[src/rtl/water_flow_pkg.sv]
// Shared mode and direction encodings for the water-flow LED controller.
package water_flow_pkg;

    typedef enum logic [1:0] {
        MODE_LEFT   = 2'd0,
        MODE_RIGHT  = 2'd1,
        MODE_BOUNCE = 2'd2,
        MODE_FILL   = 2'd3
    } mode_e;

    typedef enum logic {
        DIR_UP   = 1'b0,
        DIR_DOWN = 1'b1
    } dir_e;

endpackage

[src/rtl/flow_prescaler.sv]
// Step-rate prescaler: counts clk cycles and flags the cycle on which the
// LED pattern should advance. Priority: clr > hold > run.
module flow_prescaler #(
    parameter int unsigned DIV_W = 24
) (
    input  logic             clk,
    input  logic             rst,
    input  logic             clr,
    input  logic             hold,
    input  logic             run,
    input  logic [DIV_W-1:0] div_val,
    output logic             step
);

    localparam logic [DIV_W-1:0] ONE = DIV_W'(1);

    logic [DIV_W-1:0] cnt_q, cnt_d;

    // Counter register
    always_ff @(posedge clk or posedge rst) begin
        if (rst) cnt_q <= '0;
        else     cnt_q <= cnt_d;
    end

    // Compare against the live divider value; an overshoot simply wraps modulo 2^DIV_W
    always_comb begin
        cnt_d = cnt_q;
        step  = 1'b0;
        if (clr) begin
            cnt_d = '0;
        end else if (hold) begin
            cnt_d = cnt_q;
        end else if (run) begin
            if (cnt_q == div_val) begin
                cnt_d = '0;
                step  = 1'b1;
            end else begin
                cnt_d = cnt_q + ONE;
            end
        end
    end

endmodule

[src/rtl/water_flow_ctrl.sv]
// Running-light LED controller: run gating, mode tracking and the four
// pattern generators (LEFT, RIGHT, BOUNCE, FILL).
module water_flow_ctrl
    import water_flow_pkg::*;
#(
    parameter int unsigned N_LED = 8,
    parameter int unsigned DIV_W = 24
) (
    input  logic             clk,
    input  logic             rst,
    input  logic             en_a,
    input  logic             en_b,
    input  logic             pause,
    input  logic [1:0]       mode,
    input  logic [DIV_W-1:0] div_val,
    output logic [N_LED-1:0] led,
    output logic             step_tick,
    output logic             wrap
);

    mode_e            mode_in;
    mode_e            mode_q, mode_d;
    dir_e             dir_q, dir_d;
    logic [N_LED-1:0] led_q, led_d;
    logic             tick_q, tick_d;
    logic             wrap_q, wrap_d;
    logic             active, run, mode_chg, step;

    assign mode_in  = mode_e'(mode);
    assign active   = en_a | en_b;
    assign run      = active & ~pause;
    assign mode_chg = (mode_in != mode_q);

    function automatic logic [N_LED-1:0] init_pat(input mode_e m);
        logic [N_LED-1:0] p;
        p = '0;
        if (m == MODE_RIGHT) p[N_LED-1] = 1'b1;
        else                 p[0]       = 1'b1;
        return p;
    endfunction

    flow_prescaler #(
        .DIV_W(DIV_W)
    ) u_presc (
        .clk    (clk),
        .rst    (rst),
        .clr    (mode_chg | ~active),
        .hold   (pause),
        .run    (run),
        .div_val(div_val),
        .step   (step)
    );

    // State register
    always_ff @(posedge clk or posedge rst) begin
        if (rst) begin
            mode_q <= MODE_LEFT;
            dir_q  <= DIR_UP;
            led_q  <= N_LED'(1);
            tick_q <= 1'b0;
            wrap_q <= 1'b0;
        end else begin
            mode_q <= mode_d;
            dir_q  <= dir_d;
            led_q  <= led_d;
            tick_q <= tick_d;
            wrap_q <= wrap_d;
        end
    end

    // Next-state: mode change > stop > pause (hold) > run step
    always_comb begin
        mode_d = mode_q;
        dir_d  = dir_q;
        led_d  = led_q;
        tick_d = 1'b0;
        wrap_d = 1'b0;
        if (mode_chg) begin
            mode_d = mode_in;
            led_d  = init_pat(mode_in);
            dir_d  = DIR_UP;
        end else if (!active) begin
            led_d = init_pat(mode_q);
            dir_d = DIR_UP;
        end else if (step) begin
            tick_d = 1'b1;
            case (mode_q)
                MODE_LEFT: begin
                    led_d  = {led_q[N_LED-2:0], led_q[N_LED-1]};
                    wrap_d = led_q[N_LED-1];
                end
                MODE_RIGHT: begin
                    led_d  = {led_q[0], led_q[N_LED-1:1]};
                    wrap_d = led_q[0];
                end
                MODE_BOUNCE: begin
                    // Direction flips on the step that lands on an end bit, so the
                    // end positions are shown once per period
                    if (dir_q == DIR_UP) begin
                        led_d = led_q << 1;
                        if (led_q[N_LED-2]) dir_d = DIR_DOWN;
                    end else begin
                        led_d = led_q >> 1;
                        if (led_q[1]) begin
                            dir_d  = DIR_UP;
                            wrap_d = 1'b1;
                        end
                    end
                end
                default: begin
                    if (&led_q) begin
                        led_d  = N_LED'(1);
                        wrap_d = 1'b1;
                    end else begin
                        led_d = {led_q[N_LED-2:0], 1'b1};
                    end
                end
            endcase
        end
    end

    // Outputs straight from registers
    always_comb begin
        led       = led_q;
        step_tick = tick_q;
        wrap      = wrap_q;
    end

endmodule

[config.mk]
export PLATFORM = sky130hd
export DESIGN_NAME = water_flow_ctrl
export DESIGN_NICKNAME = d
export VERILOG_FILES = /design/src/rtl/water_flow_pkg.sv /design/src/rtl/flow_prescaler.sv /design/src/rtl/water_flow_ctrl.sv
export SDC_FILE = /design/constraint.sdc
export NUM_CORES = 1
export LEC_CHECK = 0
export ABC_AREA = 0
export CORE_MARGIN = 10
export CORE_UTILIZATION = 35
export DETAILED_ROUTE_END_ITERATION = 8
export MAX_ROUTING_LAYER = met4
export PLACE_DENSITY = 0.64
export SYNTH_ARGS = -nofsm -noshare
export SYNTH_HDL_FRONTEND = slang
export SYNTH_SLANG_ARGS = --single-unit
[constraint.sdc]
create_clock -name clk -period 2.3 [get_ports clk]
set_input_delay 0.46 -clock clk [delete_from_list [all_inputs] [get_ports clk]]
set_output_delay 0.46 -clock clk [all_outputs]
set_load 0.05 [all_outputs]
---- Yosys cells after proc, flatten, opt, wreduce, memory -nomap -nowiden ----
Cells that the tools add are included.
operators by class
  $add $sub $neg .......................... 1
  $mul .................................... 0
  div/mod/pow operators ................... 0
  magnitude comparators ................... 0
  eq/ne operators ......................... 8
  shift operators ......................... 0
  muxes and demuxes ....................... 35
  bitwise logic cells ..................... 5
  reduce and logical (&&, ||, !) cells .... 5
operators by type and width
  operator                                                               count
  24-bit two-way mux                                                     4
  8-bit two-way mux                                                      5
  24-bit by 1-bit adder with 24-bit output, second input constant        1
  24-bit equality test                                                   1
  1-bit two-way mux                                                      24
  8-bit one-hot mux with 3 select lines                                  1
  8-bit AND reduction                                                    1
  3-bit by 1-bit != test with 1-bit output, second input constant        2
  2-bit by 1-bit equality test with 1-bit output, second input constant  2
  2-bit AND reduction                                                    2
  1-bit one-hot mux with 3 select lines                                  1
  2-bit equality test, second input constant                             1
  2-bit zero test                                                        1
  2-bit by 1-bit != test with 1-bit output, second input constant        1
  2-bit != test                                                          1
  1-bit NOT                                                              2
  1-bit OR                                                               2
  2-bit nonzero test                                                     1
  1-bit bitwise AND                                                      1
word-level totals
  register bits ........................... 37
  bits in latches ......................... 0
  memory bits (writable) .................. 0
  bits in read-only memories .............. 0
  bits of input ports ..................... 31
  output and inout bits ................... 10
  word-level logic and storage cells ...... 60
  memories kept ........................... 0

---- Logic depth before layout (Yosys ltp) ----
  word-level depth ........................ 8
  gate-level depth with buffers ........... 8
  gate-level depth less buffers ........... 6

---- By module ----
Synthesis repeated with hierarchy kept, for this count alone.
unflattened totals
  cells, all modules ...................... 280
  area, all modules ....................... 2,511.2 um^2
modules (own cells, without submodules)
  module           instances  cells an instance  area an instance (um^2)  sequential area each (um^2)
  flow_prescaler   1          190                1,686.6                  600.6
  water_flow_ctrl  1          90                 824.5                    326.6

---- Worst setup path after synthesis ----
No wires, ideal clock.
  path type ............................... input port to flip-flop
  from .................................... input port div_val[19]
  to ...................................... register led_q[1] (netlist: led[1])
  library setup time ...................... 0.095 ns
  arrival time ............................ 1.977 ns
  data required time ...................... 2.205 ns
  slack ................................... 0.228 ns
  stages on the path ...................... 6
  path buffers ............................ 1
  cells stage by stage .................... xor2_1 > nor4_1 > nand4_2 > or4_4 > buf_6 > o32ai_2
on the way
  word-level cells in the longest chain between the ends .. 6
RTL lines
  what                                                RTL line               RTL
  start: declaration                                  water_flow_ctrl.sv:15  input logic [DIV_W-1:0] div_val,
  24-bit equality test                                flow_prescaler.sv:34   if (cnt_q == div_val) begin
  1-bit two-way mux                                   flow_prescaler.sv:34
  1-bit two-way mux                                   flow_prescaler.sv:33   end else if (run) begin
  1-bit two-way mux                                   flow_prescaler.sv:31   end else if (hold) begin
  1-bit two-way mux                                   flow_prescaler.sv:29   if (clr) begin
  3-bit by 1-bit != test with 1-bit output (no line)  -
  end signal: assignment                              water_flow_ctrl.sv:65  led_q <= led_d;
  end: declaration                                    water_flow_ctrl.sv:24  logic [N_LED-1:0] led_q, led_d;
No other way between the ends.
A chain may end at the register's enable or synchronous reset.

---- Worst setup path in the final report ----
  from .................................... input port div_val[3]
  to ...................................... register led_q[5] (netlist: led[5])
Same word-level chain as after synthesis.

==> flow_summary.json <==
{
  "outcome": "complete, no violations",
  "ys_ff_latch": 37,
  "syn_inst": 255,
  "synthTopCellsByCount": "44 x xor2_1, 36 x dfrtp_1, 33 x nor2_1, 16 x nand4_1",
  "crit_buf_inv": 2,
  "grt_use_total": 0.1279,
  "cts_tree": "yes",
  "port_buffers": 40,
  "start_util": 0.3667,
  "yosysTopAreaCell": "dfrtp_1",
  "vias": 2104,
  "power_density_nw_per_um2": 471.2,
  "ir_worst_vdd_mv": 0.3721,
  "die_y_microns": 102.3,
  "placed_area_sq_um": 2972,
  "yosysUniqueCellTypes": 46,
  "totalWireLength_microns": 6307,
  "required_ps": 2510,
  "power.total_mw": 1.513,
  "drtPass1Iterations": 4,
  "clk_pin_slew_worst_paths_ps": 80,
  "cts.sinks": 37,
  "synth_area_sq_um": 2369,
  "synth_edf_count": 0,
  "syn_avg_cell_area_sq_um": 9.288,
  "yosys_warnings": 0,
  "final_area_sq_um": 3211,
  "crit_path_end_kind": "flop",
  "antenna_found_initial": 0,
  "synth.most_common_cell": "xor2_1",
  "dp_slack_ps": -429.6,
  "rsz0062_at_grt": "no",
  "viasPerCell": 5.340,
  "clk_latency_ps": 300,
  "core_area_sq_um": 6459,
  "async_reset_ff_frac": 1.000,
  "nNetsFinal": 348,
  "start_kind": "primary input",
  "die_w_microns": 102.3,
  "synth_top_area_share": 0.3803,
  "gp_congestion": 0.8979,
  "crit_family": "simple AND/OR/NAND/NOR gates",
  "grt_pass1_vias": 2120,
  "setup_viol": 0,
  "fin_util": 0.4971,
  "area_growth_pct": 35.55,
  "critPathMaxFanout": 7,
  "drt_iter0_markers": 93,
  "fp.dieArea_sq_um": 10460,
  "dpl.hpwl_microns": 4555,
  "hold_viol": 0,
  "h-tree-depth": 2,
  "hold_path.class": "reg -> reg",
  "finalCritPeriodShare": 0.9629,
  "cp.arrival_ps": 2420,
  "root_buffer": "clkbuf_8",
  "numCtsBuffers": 5,
  "crit_chain": "clkdlybuf4s50_1 > xor2_1 > nor4_2 > buf_4 > nand4_4 > or4_4 > o32ai_2",
  "antenna_left": 0,
  "diodes": 0,
  "drive_gt1_frac": 0.1924,
  "setup_slack_ps": 85.25,
  "grt_pass1_wl_microns": 10430,
  "report.final.slew_viol_count": 0,
  "tightest_slew_ps": 516.1,
  "row_count": 29,
  "finalCriticalPeriod_ps": 2215,
  "criticalPathCategory": "in -> reg",
  "ys_top_cells_by_area": "dfrtp_1 38%, xor2_1 16%, nor2_1 5.2%, nand4_1 4.2%, o32ai_2 2.7%",
  "leakagePower_nw": 1.416,
  "critical-path-slowest-cell": "or4_4",
  "skew_ps": 6.821,
  "ys.flop_type": "dfrtp_1",
  "syn_nets": 287,
  "multi_input_area_sq_um": 1396,
  "maxSlewHeadroom": 0.6549,
  "overflow": 0,
  "cap_viol_max_count": 0,
  "grt_max_degree": 38,
  "drc": 0,
  "regArea_sq_um": 927.1,
  "cts_buffer_depth": 2,
  "routedWlPerCell_microns": 16.01,
  "seq_area_frac_synth": 0.3914,
  "fillCellCount": 619,
  "cpPeakStageDelay_ps": 600,
  "ios": 41,
  "max_freq_mhz": 451.5
}
==> repair_timing <==
item	CTS	global route
endpoints found under the hold margin	0	0
resized for setup	7	14
hold buffers	0	0
buffers inserted	1	1
pin swaps	9	8
endpoints found under the setup margin	30	31
==> worst paths after layout <==
path	from	to	slack, ps	cells after the start
min reg2reg	u_presc.cnt_q[23]	u_presc.cnt_q[23]	560	2
max in group asynchronous	rst	led[0]	1360	3
max reg2reg	u_presc.cnt_q[13]	led[5]	140	6
max	div_val[3]	led[5]	90	7
min in group asynchronous	rst	led[4]	570	3
min	u_presc.cnt_q[23]	u_presc.cnt_q[23]	560	2
==> metrics by stage <==
step / setup TNS, ps / hold WS, ps / std cells
floorplan: 0 / 523.4 / 255
global placement: -11800 / 543.4 / 384
detailed placement: -11050 / 544.1 / 384
CTS: 0 / 567.0 / 393
global route: 0 / 592.4 / 394
finish: 0 / 559.5 / 394
==> state kept, by name, indices dropped and copies added (netlist names) <==
register       cells
u_presc.cnt_q     24
led                8
mode_q             2
dir_q              1
step_tick          1
wrap               1
==> final cells by class <==
type,count,area share
flip-flops and latches,37,0.2888
multi-input cells,192,0.4349
inverters,11,0.01286
clock buffers,6,0.02572
well taps,77,0.03001
repair buffers,69,0.1960
clock inverters,2,0.01169
==> placed cells by master, fill, tap and decap left out, drive strengths merged, types with 2 or more instances in the layout <==
master | Yosys | routed
xor2 | 44 | 44
dfrtp | 36 | 36
nor2 | 33 | 33
clkdlybuf4s50 | 0 | 31
buf | 4 | 29
nand4 | 17 | 17
nand3 | 11 | 11
nand2 | 11 | 11
inv | 11 | 11
a21oi | 11 | 11
o21ai | 9 | 9
nor4 | 9 | 9
clkbuf | 9 | 6
dlymetal6s2s | 1 | 6
and3 | 6 | 6
a211oi | 4 | 4
o32ai | 4 | 4
xnor2 | 3 | 3
nor2b | 3 | 3
nor3 | 3 | 3
dlygate4sd2 | 0 | 3
a41o | 2 | 2
mux2 | 2 | 2
or4 | 2 | 2
o31ai | 2 | 2
==> power breakdown <==
part	total [mW]	leakage [nW]	switching [mW]	internal, mW
Sequential	0.668	0.508	0.00932	0.659
Combinational	0.233	0.851	0.126	0.107
Clock	0.612	0.0574	0.259	0.353
==> layer usage <==
layer / share of wire / vias to the layer above / track usage
met2: 0.44 / 62 / 0.1906
met3: 0.060 / 6 / 0.03036
met1: 0.49 / 1022 / 0.1715
li1: - / 1014 / -
met4: 0.0097 / 0 / 0.02820
met5: 0 / - / -
==> worst register-to-register path: stages, from the launching register on <==
cell and delay (ps):
dfrtp_1 430, xor2_1 190, nor4_2 300, buf_4 170
nand4_4 110, or4_4 600, o32ai_2 280
==> logic make-up (layout without fill, tap and decap cells) <==
family	Yosys count	in the layout	synth area share
simple gates	101	101	0.2266
xor+xnor	47	47	0.1738
compound gates	40	40	0.1252
flops	37	37	0.3914
buf+inv	26	88	0.06392
mux	3	3	0.01373
fa+ha+maj	1	1	0.005282
Note: power is estimated with default switching activity, not from simulation.
